## config.mk

```make
export PLATFORM = sky130hd
export DESIGN_NAME = sprite_ram_arbiter
export DESIGN_NICKNAME = d
export VERILOG_FILES = /design/src/rtl/sprite_ram_arbiter.sv
export SDC_FILE = /design/constraint.sdc
export NUM_CORES = 1
export LEC_CHECK = 0
export BUFFER_PORTS_ARGS = -buffer_cell sky130_fd_sc_hd__buf_2
export CORE_MARGIN = 2
export CORE_UTILIZATION = 50
export CTS_CLUSTER_DIAMETER = 120
export CTS_CLUSTER_SIZE = 16
export DETAILED_ROUTE_END_ITERATION = 16
export PLACE_DENSITY_LB_ADDON = 0.05
export SYNTH_ARGS = -nofsm -noshare
export SYNTH_HDL_FRONTEND = slang
export SYNTH_SLANG_ARGS = --single-unit
```

## constraint.sdc

```tcl
create_clock -name Clk -period 4.2 [get_ports Clk]
set_input_delay 0.42 -clock Clk [delete_from_list [all_inputs] [get_ports Clk]]
set_output_delay 0.42 -clock Clk [all_outputs]
set_load 0.01 [all_outputs]
```

## src/rtl/sprite_ram_arbiter.sv

```systemverilog
// Sprite RAM port arbiter: one unstalled loader write port plus two round-robin draw read ports
// sharing a synchronous-read RAM, with an in-order two-stage read response pipeline.
module sprite_ram_arbiter #(
   parameter int unsigned AW    = 13,
   parameter int unsigned DEPTH = 6613,
   parameter int unsigned WDW   = 8,
   parameter int unsigned RDW   = 5
) (
   input  logic           Clk,
   input  logic           Reset_n,
   // player-sprite draw reads
   input  logic           rd0_req,
   input  logic [AW-1:0]  rd0_addr,
   output logic           rd0_gnt,
   // NPC/overlay draw reads
   input  logic           rd1_req,
   input  logic [AW-1:0]  rd1_addr,
   output logic           rd1_gnt,
   // sprite loader writes
   input  logic           wr_req,
   input  logic [AW-1:0]  wr_addr,
   input  logic [WDW-1:0] wr_data,
   output logic           wr_gnt,
   // read response
   output logic           rsp_valid,
   output logic           rsp_id,
   output logic           rsp_err,
   output logic [RDW-1:0] rsp_data,
   // RAM side
   output logic [AW-1:0]  ram_read_address,
   output logic [AW-1:0]  ram_write_address,
   output logic [WDW-1:0] ram_data_In,
   output logic           ram_we,
   input  logic [RDW-1:0] ram_data_Out
);

   localparam logic [AW:0] LP_DEPTH = (AW+1)'(DEPTH);

   logic           w_elig0;
   logic           w_elig1;
   logic           w_gnt0;
   logic           w_gnt1;
   logic           w_rd_any;
   logic [AW-1:0]  w_rd_addr;
   logic           w_rd_inr;
   logic           w_wr_inr;

   logic           r_prio1;
   logic           r_we;
   logic [AW-1:0]  r_waddr;
   logic [WDW-1:0] r_wdata;
   logic [AW-1:0]  r_raddr;
   logic           r_s1_valid;
   logic           r_s1_id;
   logic           r_s1_err;
   logic           r_s2_valid;
   logic           r_s2_id;
   logic           r_s2_err;

   // A read matching this cycle's write address would see stale data, so it waits a cycle.
   always_comb begin
      w_elig0   = rd0_req & ~(wr_req & (rd0_addr == wr_addr));
      w_elig1   = rd1_req & ~(wr_req & (rd1_addr == wr_addr));
      w_gnt0    = Reset_n & w_elig0 & (~w_elig1 | ~r_prio1);
      w_gnt1    = Reset_n & w_elig1 & (~w_elig0 | r_prio1);
      w_rd_any  = w_gnt0 | w_gnt1;
      w_rd_addr = w_gnt1 ? rd1_addr : rd0_addr;
      w_rd_inr  = ({1'b0, w_rd_addr} < LP_DEPTH);
      w_wr_inr  = ({1'b0, wr_addr} < LP_DEPTH);
   end

   assign rd0_gnt = w_gnt0;
   assign rd1_gnt = w_gnt1;
   assign wr_gnt  = wr_req;

   always_ff @(posedge Clk) begin
      if (!Reset_n) begin
         r_prio1    <= 1'b0;
         r_we       <= 1'b0;
         r_waddr    <= '0;
         r_wdata    <= '0;
         r_raddr    <= '0;
         r_s1_valid <= 1'b0;
         r_s1_id    <= 1'b0;
         r_s1_err   <= 1'b0;
         r_s2_valid <= 1'b0;
         r_s2_id    <= 1'b0;
         r_s2_err   <= 1'b0;
      end else begin
         r_we <= wr_req & w_wr_inr;
         if (wr_req && w_wr_inr) begin
            r_waddr <= wr_addr;
            r_wdata <= wr_data;
         end
         // r_prio1 set means rd1 wins the next tie
         if (w_gnt0) begin
            r_prio1 <= 1'b1;
         end else if (w_gnt1) begin
            r_prio1 <= 1'b0;
         end
         if (w_rd_any && w_rd_inr) begin
            r_raddr <= w_rd_addr;
         end
         r_s1_valid <= w_rd_any;
         r_s1_id    <= w_gnt1;
         r_s1_err   <= w_rd_any & ~w_rd_inr;
         r_s2_valid <= r_s1_valid;
         r_s2_id    <= r_s1_id;
         r_s2_err   <= r_s1_err;
      end
   end

   assign ram_we            = r_we;
   assign ram_write_address = r_waddr;
   assign ram_data_In       = r_wdata;
   assign ram_read_address  = r_raddr;

   // RAM output lands in the same cycle as the response, so data is passed through, not flopped.
   always_comb begin
      rsp_valid = r_s2_valid;
      rsp_id    = r_s2_valid & r_s2_id;
      rsp_err   = r_s2_valid & r_s2_err;
      rsp_data  = (r_s2_valid && !r_s2_err) ? ram_data_Out : '0;
   end

endmodule

```

==> Word level (Yosys, flattened, before mapping) <==
Cells that the tools add are included.
{ "totals": {"n_memories": 0, "mem_bits_ro": 0, "input_bits": 57, "ramBits": 0, "regBits": 42, "latchBits": 0, "wordCells": 45} }
{ "op_classes": {"eq_ne": 2, "n_shift": 0, "add_sub_neg": 0, "n_lt_le_gt_ge": 2, "reduce_logical": 5, "n_mux": 4, "n_mul": 0, "bitwise": 21, "div": 0} }
{ "ops": {"columns": ["cell", "n"], "rows": [
  ["$eq A13 B13 Y1", 2],
  ["$lt A13 B13 Y1 const B", 2],
  ["$mux W13", 1],
  ["$and A1 B1 Y1", 12],
  ["$not A1 Y1", 6],
  ["$mux W5", 1],
  ["$logic_and A1 B1 Y1", 3],
  ["$or A1 B1 Y1", 3],
  ["$mux W1", 2],
  ["$reduce_bool A2 Y1", 1],
  ["$logic_not A1 Y1", 1]
]} }

==> Longest topological paths before layout <==
{ "logic_depth": {"ltp_word": 11, "depth_mapped": 9, "depth_no_buf": 7} }

==> Least setup slack after synthesis <==
No wires, ideal clock.
{ "synth_path": {"path_kind": "in2reg", "startpoint": "input wr_addr[2]", "endpoint": "register r_s1_err", "n_path_buf": 2, "arrival_ns": 2.300, "cell_stages": 9, "setup_ns": 0.122, "slack_ns": 1.778, "cell_sequence": "xor2_1 -> nor4_2 -> nand4_1 -> a311o_2 -> or2_1 -> buf_6 -> buf_12 -> or3_1 -> o311a_1"} }
{ "synth_via": {"elab_chain_cells": 11, "word_cells_on_any_way": 21, "classes_between": "order compare (1); eq/ne (2); mux (1); bitwise (17)"} }
{ "synth_rtl": {"columns": ["item", "line", "source"], "rows": [
  ["start, declared", "21", "input logic [AW-1:0] wr_addr,"],
  ["$eq A13 B13 Y1", "62", "w_elig0 = rd0_req & ~(wr_req & (rd0_addr == wr_addr));"],
  ["$and A1 B1 Y1", "62", null],
  ["$not A1 Y1", "62", null],
  ["$and A1 B1 Y1", "62", null],
  ["$not A1 Y1", "65", "w_gnt1 = Reset_n & w_elig1 & (~w_elig0 | r_prio1);"],
  ["$or A1 B1 Y1", "65", null],
  ["$and A1 B1 Y1", "65", null],
  ["$mux W13", "67", "w_rd_addr = w_gnt1 ? rd1_addr : rd0_addr;"],
  ["$lt A13 B13 Y1", "68", "w_rd_inr = ({1'b0, w_rd_addr} < LP_DEPTH);"],
  ["$not A1 Y1", "106", "r_s1_err <= w_rd_any & ~w_rd_inr;"],
  ["$and A1 B1 Y1 *", "106", null],
  ["end signal, assigned", "106", null],
  ["end, declared", "55", "logic r_s1_err;"]
]} }
Every way passes the cells marked *; elsewhere a longest branch is shown, timed or not.
A chain may end at the register's enable or synchronous reset.

==> Worst setup path after layout <==
{ "layout_path": {"startpoint": "input wr_addr[2]", "endpoint": "output rd1_gnt"} }
{ "layout_via": {"elab_chain_cells": 7, "word_cells_on_any_way": 12, "classes_between": "eq/ne (2); bitwise (10)"} }
{ "layout_rtl": {"columns": ["item", "line", "source"], "rows": [
  ["$eq A13 B13 Y1", "62", null],
  ["$and A1 B1 Y1", "62", null],
  ["$not A1 Y1", "62", null],
  ["$and A1 B1 Y1", "62", null],
  ["$not A1 Y1", "65", null],
  ["$or A1 B1 Y1", "65", null],
  ["$and A1 B1 Y1 *", "65", null],
  ["end, declared", "18", "output logic rd1_gnt,"]
]} }
Marked as above.

==> out/results.txt <==
The layout cell share with drive strength beyond 1 was 37.1%; the number of hold buffers added after cts was 0. STA classifies the critical path endpoint as a primary output. The run gives 3.78 ns as the worst path required time. 0 antenna diodes ended up in the layout. The Yosys step of the flow raised 0 warnings. For the worst setup margin, the log shows 1.34 ns.

Of the total power, registers draw 45.1%. The average vias per placed instance came out at 5.28. The number of clock buffers added by TritonCTS is 5. The region available for standard cell placement spans 4320 um2. From synthesis to final layout, the design area changed by 28.0%.

The die is 70.9 um wide. The clock passes through at most 2 buffers. Net switching is 27.7% of the power. The total standard cell area after synthesis is 2240 um2. The first detailed-routing pass ran for 5 iterations. In this run the mean area of a mapped cell was 9.07 um2. The die is 70.9 um tall. The flow ran to the end, and the final reports show no timing, DRC or antenna violations. The logs give 247 for the synthesized instance count and 0 for the number of cells upsized or downsized after cts.

The synthesized net count was 304. The data arrival time of the critical path was 2.44 ns. For the cell-internal power, the log shows 703 uW. The clock-pin slew on the worst setup and hold paths was 0.08 ns. The final hold violation count came out at 0. The synthesized design spends more area on one cell type than any other, namely sky130_fd_sc_hd__dfxtp_1.

Global routing consumed, over all layers together, 22.4% of the routing resources. Setup violations remaining at the end of the flow were counted as 0. CTS saw 42 sinks. The count of max-cap constraint violations was 0; the met3 wirelength from detailed routing was 495 um. The detailed router used layers up to and including met4.

The run gives 5030 um2 as the area of the die. Dividing the final minimum period by the clock period gives 68.1%. The final critical path time including I/O delays and setup works out to 2.86 ns.

The congestion estimate from routability-driven global placement came to 0.852. Cells fill 66.3% of the core in the end. Summed over all layers, the global routing overflow is 0. Input and output buffers added on the ports amount to 102.

For the number of global-route vias before repair, the log shows 2,039. Entering global routing, the biggest net connects 40 pins. The wire length of the first global-routing pass was 9060 um; the total of fill cells in the finished design was 397. The later pin in the worst-skew pair is clocked with a latency of 0.29 ns. The combinational fraction of design power came out at 22.1%. Ratio of total power to cell area: 339 nW/um2.

The sum of negative setup slack was 0 ns. Of the synthesized area, sequential elements account for 37.5%. The tools report the part of the total power dissipated in the clock network as 32.7%. For this design the total switching power over the nets is 269 uW. The worst hold path belongs to the class in -> reg. Derived from the worst setup path, the maximum achievable clock frequency is 350 MHz.

Along the worst path, the maximum fanout reaches 16. The logs give 2660 um for the length of routed met2 wiring and 0.181 mV for the maximum vdd drop. STA classifies the critical path startpoint as a primary input. The detailed-route via count is 2,121, and the area share of the largest cell type after synthesis is 37.5%.

The residual DRC count came out at 0. The critical path is of the in -> out type. The routed length on met1 is 2310 um, and the number of antenna violations at the first check in global routing is 0. The tools report the initial DRC count as 153. Setup repair after global routing left no endpoint under its margin.

Once detail routing completed, the nets flagged for antenna violations numbered 0. The net count of the finished layout is 406. On the final layout, the worst clock skew is 0.00230 ns. The static leakage is 1.45 nW. The worst pin sits at a relative slew slack of 30.7%. Sorting the synthesized cells by area gives the leading types as sky130_fd_sc_hd__dfxtp_1 38%, sky130_fd_sc_hd__mux2i_1 11%, sky130_fd_sc_hd__nor2_1 7.2%. The logs give 0 for the final count of pins violating max slew and 51.8% for the starting density of the core.

The tree is rooted in a sky130_fd_sc_hd__clkbuf_8. The number of buffers inserted to repair setup after CTS is 0. TritonCTS built the clock tree.

Detailed placement finished with a half-perimeter wire length of 4370 um. For the pin with the worst max-slew slack, the measured transition is 1.04 ns. At the placement stage, the worst setup path has a slack of 1.25 ns. The netlist uses 35 different library cells. Dividing the detail-routed wire length by the instance count gives 13.8 um. The final routed wirelength across all metal layers was 5530 um; the synthesis-stage register bit count was 42.

For this design the top-level I/O count stands at 103. The number of H-tree branching levels came out at 2. The initialized floorplan defines 24 standard-cell rows.
worst max-delay path: stages:
cell,delay [ns]
sky130_fd_sc_hd__buf_2,0.13
sky130_fd_sc_hd__xor2_1,0.18
sky130_fd_sc_hd__nor4_2,0.32
sky130_fd_sc_hd__nand4_1,0.15
sky130_fd_sc_hd__a311o_2,0.43
sky130_fd_sc_hd__or2_1,0.48
sky130_fd_sc_hd__inv_1,0.18
sky130_fd_sc_hd__buf_2,0.15
synth_stat cells:
master and n:
sky130_fd_sc_hd__nand2b_1 3, sky130_fd_sc_hd__clkbuf_1 4, sky130_fd_sc_hd__nor3_1 6, sky130_fd_sc_hd__inv_1 20, sky130_fd_sc_hd__nand4_1 4, sky130_fd_sc_hd__nor2b_1 1
sky130_fd_sc_hd__o311a_1 1, sky130_fd_sc_hd__or3b_2 1, sky130_fd_sc_hd__buf_12 1, sky130_fd_sc_hd__dfxtp_1 42, sky130_fd_sc_hd__a221oi_2 3, sky130_fd_sc_hd__o32ai_1 1
sky130_fd_sc_hd__nand3_1 4, sky130_fd_sc_hd__o21ai_0 8, sky130_fd_sc_hd__or3_1 1, sky130_fd_sc_hd__o311ai_0 1, sky130_fd_sc_hd__nor4_2 4, sky130_fd_sc_hd__mux2i_1 24
sky130_fd_sc_hd__a311o_2 1, sky130_fd_sc_hd__or2_1 1, sky130_fd_sc_hd__xnor2_1 13, sky130_fd_sc_hd__nand2_1 5, sky130_fd_sc_hd__dlymetal6s2s_1 1, sky130_fd_sc_hd__a21oi_1 5
sky130_fd_sc_hd__mux2_4 2, sky130_fd_sc_hd__buf_2 2, sky130_fd_sc_hd__nor2_1 43, sky130_fd_sc_hd__a221oi_1 10, sky130_fd_sc_hd__buf_4 1, sky130_fd_sc_hd__o21a_1 1
sky130_fd_sc_hd__xor2_1 13, sky130_fd_sc_hd__buf_6 2, sky130_fd_sc_hd__mux2_2 6, sky130_fd_sc_hd__a31oi_1 2, sky130_fd_sc_hd__and2_1 10
metrics by stage:
| stage | power (mW) | std cells | hold WS [ns] | cell area [um2] |
|---|---|---|---|---|
| detailed placement | 0.664 | 394 | 0.422 | 2760 |
| floorplan | 0.578 | 247 | 0.412 | 2240 |
| global route | 1.02 | 402 | 0.365 | 2870 |
| CTS | 0.980 | 402 | 0.350 | 2870 |
| finish | 0.973 | 402 | 0.353 | 2870 |
| global placement | 0.662 | 394 | 0.415 | 2760 |
final timing paths:
kind / slack, ns / depth (start not counted) / from / endpoint
setup / recovery: 1.34 / 8 / wr_addr[2] / rd1_gnt
hold / removal: 0.35 / 3 / wr_data[2] / ram_data_In[2]
setup reg to reg: 2.09 / 6 / r_prio1 / ram_read_address[11]
hold reg to reg: 0.44 / 1 / r_s1_err / r_s2_err
power groups by stage:
stage	combinational, mW	sequential, mW	clock (mW)
floorplan	0.117	0.461	0
global placement	0.214	0.448	0
detailed placement	0.215	0.449	0
CTS	0.217	0.439	0.324
global route	0.238	0.442	0.337
finish	0.215	0.439	0.318
cells by family (layout without fill, tap and decap cells):
kind of cell	after synthesis	in the layout	synth area share, %
and+or+nand+nor	83	83	18.5
DFF	42	42	37.5
AOI/OAI and AO/OA	33	33	11.5
muxes	32	32	15.1
buffers and inverters	31	134	7.26
xor gates and xnor gates	26	26	10.2
area by class of cell:
type / count / area [um2] / share of cell area [%]
Timing Repair Buffer: 106 / 541 / 18.8
Clock inverter: 2 / 37.5 / 1.31
Tap cell: 52 / 65.1 / 2.27
Sequential cell: 42 / 841 / 29.3
Clock buffer: 6 / 72.6 / 2.53
Multi-Input combinational cell: 174 / 1240 / 43.1
Inverter: 20 / 75.1 / 2.62
layer usage:
| metal | global-route usage, % | vias to the layer above |
|---|---|---|
| met1 | 28.0 | 951 |
| li1 | - | 1052 |
| met3 | 6.27 | 9 |
| met5 | 0 | - |
| met4 | 6.29 | 0 |
| met2 | 37.9 | 109 |
placed cells by master, fill, tap and decap left out, types with 8 or more instances in the layout:
cell | Yosys | final
sky130_fd_sc_hd__dfxtp_1 | 42 | 42
sky130_fd_sc_hd__and2_1 | 10 | 10
sky130_fd_sc_hd__mux2i_1 | 24 | 24
sky130_fd_sc_hd__o21ai_0 | 8 | 8
sky130_fd_sc_hd__xor2_1 | 13 | 13
sky130_fd_sc_hd__nor2_1 | 43 | 43
sky130_fd_sc_hd__inv_1 | 20 | 20
sky130_fd_sc_hd__xnor2_1 | 13 | 13
sky130_fd_sc_hd__buf_2 | 2 | 102
sky130_fd_sc_hd__a221oi_1 | 10 | 10
No activity file was read; power rests on OpenSTA's default activity.
